==> src/rtl/pwm_pkg.sv <==
// Shared definitions for the PWM duty-capture receiver: measurement states,
// default frame timing and the duty-width derivation.
package pwm_pkg;

  typedef enum logic [1:0] {
    ST_WAIT = 2'd0,
    ST_HIGH = 2'd1,
    ST_LOW  = 2'd2
  } meas_state_e;

  localparam int unsigned N_CH_DEF    = 8;
  localparam int unsigned PERIOD_DEF  = 256;
  localparam int unsigned TIMEOUT_DEF = 512;

  function automatic int unsigned duty_w(input int unsigned period);
    return $clog2(period);
  endfunction

endpackage

==> src/rtl/pwm_chan_meas.sv <==
// One PWM channel: synchronizer, post-reset settle window, pulse/period
// measurement FSM and flat-line timeout.
module pwm_chan_meas
  import pwm_pkg::*;
#(
  parameter int unsigned PERIOD      = PERIOD_DEF,
  parameter int unsigned TIMEOUT_CYC = TIMEOUT_DEF,
  parameter int unsigned DUTY_W      = duty_w(PERIOD)
) (
  input  logic              clk,
  input  logic              rst_n,
  input  logic              pwm_i,
  output logic [DUTY_W-1:0] duty_o,
  output logic              duty_vld_o,
  output logic              stuck_o,
  output logic              prd_err_o
);

  localparam int unsigned HI_W   = DUTY_W + 1;
  localparam int unsigned PER_W  = DUTY_W + 2;
  localparam int unsigned IDLE_W = $clog2(TIMEOUT_CYC);

  localparam logic [HI_W-1:0]   HI_MAX     = '1;
  localparam logic [HI_W-1:0]   HI_CAP     = HI_W'(PERIOD - 1);
  localparam logic [PER_W-1:0]  PER_SAT    = PER_W'(2 * PERIOD);
  localparam logic [PER_W-1:0]  PER_NOM    = PER_W'(PERIOD);
  localparam logic [IDLE_W-1:0] IDLE_LAST  = IDLE_W'(TIMEOUT_CYC - 1);
  localparam logic [DUTY_W-1:0] DUTY_MAX   = DUTY_W'(PERIOD - 1);

  meas_state_e       state_q, state_d;
  logic              s1_q, s1_d, s2_q, s2_d, s3_q, s3_d;
  logic [1:0]        settle_q, settle_d;
  logic [HI_W-1:0]   hi_cnt_q, hi_cnt_d;
  logic [PER_W-1:0]  per_cnt_q, per_cnt_d;
  logic [IDLE_W-1:0] idle_cnt_q, idle_cnt_d;
  logic [DUTY_W-1:0] duty_q, duty_d;
  logic              duty_vld_q, duty_vld_d;
  logic              stuck_q, stuck_d;
  logic              prd_err_q, prd_err_d;

  logic settled, rise, fall, edge_det, timeout;

  assign settled  = (settle_q == 2'd3);
  assign rise     = settled & s2_q & ~s3_q;
  assign fall     = settled & ~s2_q & s3_q;
  assign edge_det = rise | fall;
  assign timeout  = ~edge_det & (idle_cnt_q == IDLE_LAST);

  always_comb begin
    s1_d       = pwm_i;
    s2_d       = s1_q;
    s3_d       = s2_q;
    settle_d   = settled ? settle_q : settle_q + 2'd1;
    state_d    = state_q;
    hi_cnt_d   = hi_cnt_q;
    per_cnt_d  = per_cnt_q;
    duty_d     = duty_q;
    duty_vld_d = 1'b0;
    stuck_d    = stuck_q;
    prd_err_d  = prd_err_q;
    idle_cnt_d = idle_cnt_q + 1'b1;

    if (edge_det) begin
      idle_cnt_d = '0;
      stuck_d    = 1'b0;
    end

    unique case (state_q)
      ST_WAIT: begin
        if (rise) begin
          state_d   = ST_HIGH;
          hi_cnt_d  = HI_W'(1);
          per_cnt_d = PER_W'(1);
        end
      end
      ST_HIGH: begin
        if (hi_cnt_q != HI_MAX) hi_cnt_d = hi_cnt_q + 1'b1;
        if (per_cnt_q != PER_SAT) per_cnt_d = per_cnt_q + 1'b1;
        if (fall) begin
          duty_d     = (hi_cnt_q > HI_CAP) ? DUTY_MAX : hi_cnt_q[DUTY_W-1:0];
          duty_vld_d = 1'b1;
          state_d    = ST_LOW;
        end
      end
      ST_LOW: begin
        if (per_cnt_q != PER_SAT) per_cnt_d = per_cnt_q + 1'b1;
        if (rise) begin
          prd_err_d = (per_cnt_q != PER_NOM);
          hi_cnt_d  = HI_W'(1);
          per_cnt_d = PER_W'(1);
          state_d   = ST_HIGH;
        end
      end
      default: state_d = ST_WAIT;
    endcase

    // Timeout only fires on an edge-free cycle, so it never competes with a fall publish.
    if (timeout) begin
      duty_d     = s2_q ? DUTY_MAX : '0;
      duty_vld_d = 1'b1;
      stuck_d    = 1'b1;
      idle_cnt_d = '0;
      state_d    = ST_WAIT;
    end
  end

  always_ff @(posedge clk or negedge rst_n) begin
    if (!rst_n) begin
      state_q    <= ST_WAIT;
      s1_q       <= 1'b0;
      s2_q       <= 1'b0;
      s3_q       <= 1'b0;
      settle_q   <= '0;
      hi_cnt_q   <= '0;
      per_cnt_q  <= '0;
      idle_cnt_q <= '0;
      duty_q     <= '0;
      duty_vld_q <= 1'b0;
      stuck_q    <= 1'b0;
      prd_err_q  <= 1'b0;
    end else begin
      state_q    <= state_d;
      s1_q       <= s1_d;
      s2_q       <= s2_d;
      s3_q       <= s3_d;
      settle_q   <= settle_d;
      hi_cnt_q   <= hi_cnt_d;
      per_cnt_q  <= per_cnt_d;
      idle_cnt_q <= idle_cnt_d;
      duty_q     <= duty_d;
      duty_vld_q <= duty_vld_d;
      stuck_q    <= stuck_d;
      prd_err_q  <= prd_err_d;
    end
  end

  assign duty_o     = duty_q;
  assign duty_vld_o = duty_vld_q;
  assign stuck_o    = stuck_q;
  assign prd_err_o  = prd_err_q;

endmodule

==> src/rtl/pwm_duty_capture.sv <==
// Multi-channel PWM duty recovery: one independent measurement slice per
// line, outputs packed channel-major onto flat buses.
module pwm_duty_capture
  import pwm_pkg::*;
#(
  parameter  int unsigned N_CH        = N_CH_DEF,
  parameter  int unsigned PERIOD      = PERIOD_DEF,
  parameter  int unsigned TIMEOUT_CYC = TIMEOUT_DEF,
  localparam int unsigned DUTY_W      = duty_w(PERIOD)
) (
  input  logic                     clk,
  input  logic                     rst_n,
  input  logic [N_CH-1:0]          pwm_in,
  output logic [N_CH*DUTY_W-1:0]   duty_o,
  output logic [N_CH-1:0]          duty_vld_o,
  output logic [N_CH-1:0]          stuck_o,
  output logic [N_CH-1:0]          prd_err_o
);

  for (genvar c = 0; c < N_CH; c++) begin : g_ch
    pwm_chan_meas #(
      .PERIOD      (PERIOD),
      .TIMEOUT_CYC (TIMEOUT_CYC),
      .DUTY_W      (DUTY_W)
    ) u_meas (
      .clk        (clk),
      .rst_n      (rst_n),
      .pwm_i      (pwm_in[c]),
      .duty_o     (duty_o[c*DUTY_W +: DUTY_W]),
      .duty_vld_o (duty_vld_o[c]),
      .stuck_o    (stuck_o[c]),
      .prd_err_o  (prd_err_o[c])
    );
  end

endmodule
==> config.mk <==
export PLATFORM = sky130hd
export DESIGN_NAME = pwm_duty_capture
export DESIGN_NICKNAME = d
export VERILOG_FILES = /design/src/rtl/pwm_pkg.sv /design/src/rtl/pwm_chan_meas.sv /design/src/rtl/pwm_duty_capture.sv
export SDC_FILE = /design/constraint.sdc
export NUM_CORES = 1
export LEC_CHECK = 0
export CAP_MARGIN = 5
export CORE_MARGIN = 2
export CORE_UTILIZATION = 25
export DETAILED_ROUTE_END_ITERATION = 12
export PLACE_DENSITY = 0.43
export SKIP_LAST_GASP = 1
export SYNTH_ARGS = -nofsm -noshare
export SYNTH_HDL_FRONTEND = slang
export SYNTH_SLANG_ARGS = --single-unit
==> constraint.sdc <==
create_clock -name clk -period 2.95 [get_ports clk]
set_input_delay 0.295 -clock clk [delete_from_list [all_inputs] [get_ports clk]]
set_output_delay 0.295 -clock clk [all_outputs]
set_load 0.02 [all_outputs]
---- Word-level counts from Yosys, hierarchy flattened ----
Cells that the tools add are included.
operators by class
  $add $sub $neg .......................... 32
  magnitude comparators ................... 8
  eq/ne operators ......................... 96
  muxes and demuxes ....................... 184
  bitwise logic cells ..................... 72
  reduce and logical (&&, ||, !) cells .... 96
operators with widths
  kind                                                            number
  two-way mux 8 bit                                               40
  two-way mux 9 bit                                               32
  two-way mux 10 bit                                              24
  one-hot mux 10 bit (3 select lines)                             8
  adder 9 x 1 -> 9 bit (second input constant)                    16
  one-hot mux 9 bit (2 select lines)                              8
  adder 10 x 1 -> 10 bit (second input constant)                  8
  inequality test 10 bit (second input constant)                  8
  inequality test 10 x 9 -> 1 bit (second input constant)         8
  == test 9 bit (second input constant)                           8
  greater-than comparator 9 x 8 -> 1 bit (second input constant)  8
  inequality test 9 bit (second input constant)                   8
  AND reduction 2 bit                                             32
  nonzero test 2 bit                                              32
  two-way mux 2 bit                                               24
  inequality test 2 x 1 -> 1 bit (second input constant)          24
  inequality test 3 x 1 -> 1 bit (second input constant)          16
  AND 1 bit                                                       40
  two-way mux 1 bit                                               40
  == test 2 bit (second input constant)                           16
  one-hot mux 2 bit (2 select lines)                              8
  NOT 1 bit                                                       24
  AND reduction 3 bit                                             8
  nonzero test 3 bit                                              8
  other kinds (5)                                                 40
word-level totals
  register bits after elaboration ......... 368
  input port bits ......................... 10
  output and inout bits ................... 88

---- Longest topological paths before layout ----
  depth after elaboration ................. 8
  mapped depth ............................ 10

---- By module ----
A second synthesis with hierarchy kept.
second synthesis, totals
  cells, all modules ...................... 2041
  area total of the unflattened synthesis .. 19287.2 um^2
modules (own cells, without submodules)
  module                               instances  cells an instance  area an instance (um^2)  seq. area each (um^2)
  pwm_chan_meas at g_ch[0].u_meas ...  7          256                2404.8                   1151.1
  pwm_chan_meas at g_ch[7].u_meas      1          249                2453.6                   1151.1

---- Least setup slack after synthesis ----
Ideal clock, no wire load.
  kind .................................... reg-to-reg
  start point ............................. register g_ch[6].u_meas.idle_cnt_q[0]
  end point ............................... register g_ch[6].u_meas.duty_q[0]
  library setup time ...................... 0.125 ns
  data arrival time ....................... 2.026 ns
  path slack .............................. 0.799 ns
  stages on the path, launching flop included .. 9
  path buffers ............................ 0
  clock period less this slack ............ 2.151 ns
  path through ............................ dfrtp_1 -> ha_1 -> nand3_1 -> nor2_1 -> and3_1 -> ha_1 -> a21boi_1 -> o21bai_1 -> mux2_2
on the way
  cells in the longest elaborated chain, start to end .. 4
RTL lines
  item                                  line                  text
  start: declaration                    pwm_chan_meas.sv:35   logic [IDLE_W-1:0] idle_cnt_q, idle_cnt_d;
  start signal: assignment              pwm_chan_meas.sv:129  idle_cnt_q <= idle_cnt_d;
  == test 9 bit *                       pwm_chan_meas.sv:47   assign timeout = ~edge_det & (idle_cnt_q == IDLE_LAST);
  AND 1 bit *                           pwm_chan_meas.sv:47
  nonzero test 2 bit (no source line)   -
  AND reduction 2 bit (no source line)  -
  end signal: assignment                pwm_chan_meas.sv:130  duty_q <= duty_d;
  end: declaration                      pwm_chan_meas.sv:36   logic [DUTY_W-1:0] duty_q, duty_d;
Mark *: on every way between the ends. The rest lies on a longest branch, timed or not.
A chain may end at the register's enable or synchronous reset.

---- Final worst setup path ----
  start point ............................. register g_ch[4].u_meas.hi_cnt_q[0]
  end point ............................... register g_ch[4].u_meas.hi_cnt_q[7]
on the way
  cells in the longest elaborated chain, start to end .. 3
RTL lines
  item                                                                       line                  text
  start: declaration                                                         pwm_chan_meas.sv:33   logic [HI_W-1:0] hi_cnt_q, hi_cnt_d;
  start signal: assignment                                                   pwm_chan_meas.sv:127  hi_cnt_q <= hi_cnt_d;
  adder 9 x 1 -> 9 bit or inequality test 9 bit (tied branches)              pwm_chan_meas.sv:77   if (hi_cnt_q != HI_MAX) hi_cnt_d = hi_cnt_q + 1'b1;
  two-way mux 9 bit or inequality test 2 x 1 -> 1 bit (tied branches)        -
  one-hot mux 9 bit (2 select lines) or AND reduction 3 bit (tied branches)  -
Parallel ways exist; a longest one is shown, timed or not. The select of a mux whose other input is x is not followed.

==> results.yml <==
drt:
  viasPerCell: 4.76
  wl_per_cell_um: 14.5
  vias: 14632
  wirelength_um: 44600
  drtAntennaViolNets: 0
  detailedRoute.firstIterationViolations: 895
  first_pass_iters: 5
  route.detailed.drc: 0
clocking:
  clock_path_buffers: 3
  post_cts_buffers: 0
  cts_tree: "built"
  clk_latency_ns: 0.58
  clkTransAtPathRegs_ns: 0.06
  clock_sinks: 368
  cts-root-buf: "clkbuf_16"
  numCtsBuffers: 47
  h-tree-depth: 2
finish:
  nets: 2110
  multi_input_area_um2: 9260
  fillerInstances: 7911
  antenna_cells: 0
  regArea_um2: 9210
  drive_gt1_share_pct: 9.65
  area_growth_syn_to_layout_pct: 19.7
global_route:
  grt_pass1_vias: 14730
  grt_pass1_wl_um: 76500
  grt_overflow: 0
  antenna_found_initial: 0
  grt_start_max_net_pins: 93
  track_usage_pct: 11.5
timing:
  slew_headroom_pct: 21.1
  setup_tns_ns: 0
  slew_viol_final: 0
  fmax_mhz: 402
  setup_viol: 0
  fin_crit_sh_pct: 84.2
  skew_ns: 0.0174
  hold_viol: 0
  rsz0062_at_grt: "no"
  fin_crit_ns: 2.49
  worst_pin_slew_ns: 1.17
floorplan:
  die-area_um2: 79200
  initial_core_util_pct: 25.3
  rows: 101
  fp.dieW_um: 281
  coreArea_um2: 76100
  die_h_um: 281
  ios: 98
placed_design:
  port_buffers: 97
  gp_congestion: 0.779
  dp_hpwl_um: 30400
status:
  status: "completed"
worst_hold_path:
  hold_path_class: "input pin to flip-flop"
  hold_depth: 1
  min_from: "pwm_in[1]"
  min_to: "g_ch[1].u_meas.s1_q"
logic_synthesis:
  synthCells: 1920
  syn-num-nets: 2026
  synth.distinct_cells: 72
  synth_edf_count: 0
  synthArstFlopShare_pct: 100
  ys.flop_type: "dfrtp_1"
  ys_seq_elements: 368
  yosysTopAreaCell: "dfrtp_1"
  yosys-top-cells-count: "dfrtp_1 (368), nor2_1 (147), nand2_1 (146)"
  syn_avg_cell_area_um2: 10.0
  yosys-top-cells-area: "dfrtp_1 (48%), ha_1 (6.2%), o21ai_0 (3.4%), o221a_2 (3.0%), nor2_1 (2.9%)"
  yosys_warnings: 0
  synth.most_common_cell: "dfrtp_1"
  seq_area_frac_synth_pct: 47.9
  synth_top_cell_area_share_pct: 47.9
  syn_area_um2: 19200
power_and_ir_drop:
  ir_drop_uv: 376
  p_leak_nw: 9.69
  power_density_nw_per_um2: 864
  power_w: 0.0199
setup_path:
  worstPathArrival_ns: 2.94
  endpoint_kind: "flip-flop"
  reg2reg_depth: 8
  worstSetupPathType: "flip-flop to flip-flop"
  rr_endpoint: "g_ch[4].u_meas.hi_cnt_q[7]"
  crit_path_max_fanout: 13
  rr_startpoint: "g_ch[4].u_meas.hi_cnt_q[0]"
  required_ns: 3.41
  cp-start-kind: "flip-flop"
  rrSetupSlack_ns: 0.46
run:
  cap_viol_max_count: 0
[layout make-up]
class | instances | share of cell area (%)
sequential | 368 | 40.0
inverter | 89 | 1.45
tap | 1030 | 5.60
timing repair buffer | 121 | 5.25
multi-input combinational | 1377 | 40.2
clock inverter | 18 | 1.35
clock buffer | 69 | 6.08
[power by group]
part / switching [W] / internal (W) / total (W)
Clock: 0.00233 / 0.00398 / 0.00631
Combinational: 0.00380 / 0.00284 / 0.00663
Sequential: 0.000930 / 0.00602 / 0.00695
Total: 0.00705 / 0.0128 / 0.0199
[worst max-delay path by stage]
stage | endpoint | startpoint
global placement | g_ch[5].u_meas.duty_o[5] | g_ch[5].u_meas.idle_cnt_q[0]
CTS | g_ch[5].u_meas.duty_o[5] | g_ch[5].u_meas.idle_cnt_q[0]
finish | g_ch[4].u_meas.hi_cnt_q[7] | g_ch[4].u_meas.hi_cnt_q[0]
floorplan | g_ch[6].u_meas.duty_o[0] | g_ch[6].u_meas.idle_cnt_q[0]
detailed placement | g_ch[5].u_meas.duty_o[1] | g_ch[5].u_meas.idle_cnt_q[0]
global route | g_ch[2].u_meas.duty_o[2] | g_ch[2].u_meas.idle_cnt_q[0]
[cell usage in the layout (no fill, tap or decap), types with 14 or more instances in the layout]
master           instances
dfrtp_1                368
nor2_1                 147
nand2_1                146
o21ai_0                131
nand3_1                 99
ha_1                    96
clkdlybuf4s50_1         96
inv_1                   89
a21oi_1                 76
o221a_2                 51
clkbuf_16               48
o31ai_1                 45
and3_1                  40
xnor2_1                 35
xor2_1                  30
nand4_1                 27
nand2b_1                27
or4_1                   26
mux2i_1                 23
and4_1                  22
nor4_1                  21
mux2_2                  21
nor3_1                  19
a31oi_1                 19
buf_4                   19
nor2b_1                 18
nand3b_1                17
o22ai_1                 16
a21o_1                  16
or2_2                   15
o21bai_1                15
a22o_1                  14
[cells by family (layout without fill, tap and decap cells)]
kind of cell             Yosys count  after routing  synth area share [%]
AND/OR/NAND/NOR                  692            692                  19.4
AO/OA/AOI/OAI                    480            480                  17.2
flip-flops                       368            368                  47.9
buffers and inverters            175            297                  3.96
adder cells (fa/ha/maj)           96             96                  6.25
XOR/XNOR                          65             65                  2.96
multiplexers                      44             44                  2.43
[critical path, stage by stage, from the launching register on]
cell and delay [ns]:
dfrtp_1 0.41, ha_1 0.25, and3_1 0.18, nand3_1 0.11
nor2_1 0.08, ha_1 0.20, a221o_1 0.50, or2_0 0.37
o41ai_1 0.27
[metrics by stage]
| stage | utilization, % | hold WS [ns] | cells | setup WS, ns | area, um2 |
|---|---|---|---|---|---|
| after floorplan | - | -0.000591 | 1920 | 0.799 | 19200 |
| after global placement | 28.0 | 0.272 | 2984 | 0.539 | 21300 |
| final | 30.3 | 0.160 | 3072 | 0.465 | 23000 |
| after CTS | 30.3 | 0.113 | 3072 | 0.447 | 23000 |
| after global routing | 30.3 | 0.133 | 3072 | 0.187 | 23000 |
| after detailed placement | 28.0 | 0.272 | 2984 | 0.454 | 21300 |
[layer usage]
| metal | global-route usage, % | vias to the layer above | wire, um |
|---|---|---|---|
| met5 | 0 | - | 0 |
| met4 | 3.45 | 0 | 1050 |
| met3 | 2.42 | 64 | 1880 |
| li1 | - | 7206 | - |
| met2 | 18.1 | 201 | 19800 |
| met1 | 15.8 | 7161 | 21800 |
[flip-flops by register name, summed over array words and instances, names as in the netlist]
| register | count |
|---|---|
| g_ch.u_meas.per_cnt_q | 80 |
| g_ch.u_meas.hi_cnt_q | 72 |
| g_ch.u_meas.idle_cnt_q | 72 |
| g_ch.u_meas.duty_o | 64 |
| g_ch.u_meas.settle_q | 16 |
| g_ch.u_meas.state_q | 16 |
| g_ch.u_meas.duty_vld_o | 8 |
| g_ch.u_meas.prd_err_o | 8 |
| g_ch.u_meas.s1_q | 8 |
| g_ch.u_meas.s2_q | 8 |
| g_ch.u_meas.s3_q | 8 |
| g_ch.u_meas.stuck_o | 8 |
[repair_timing]
item,4_1_cts,5_1_grt
gates resized for setup,0,0
hold buffers,1,0
hold endpoints to repair,45,0
(Power assumes the default switching activity.)
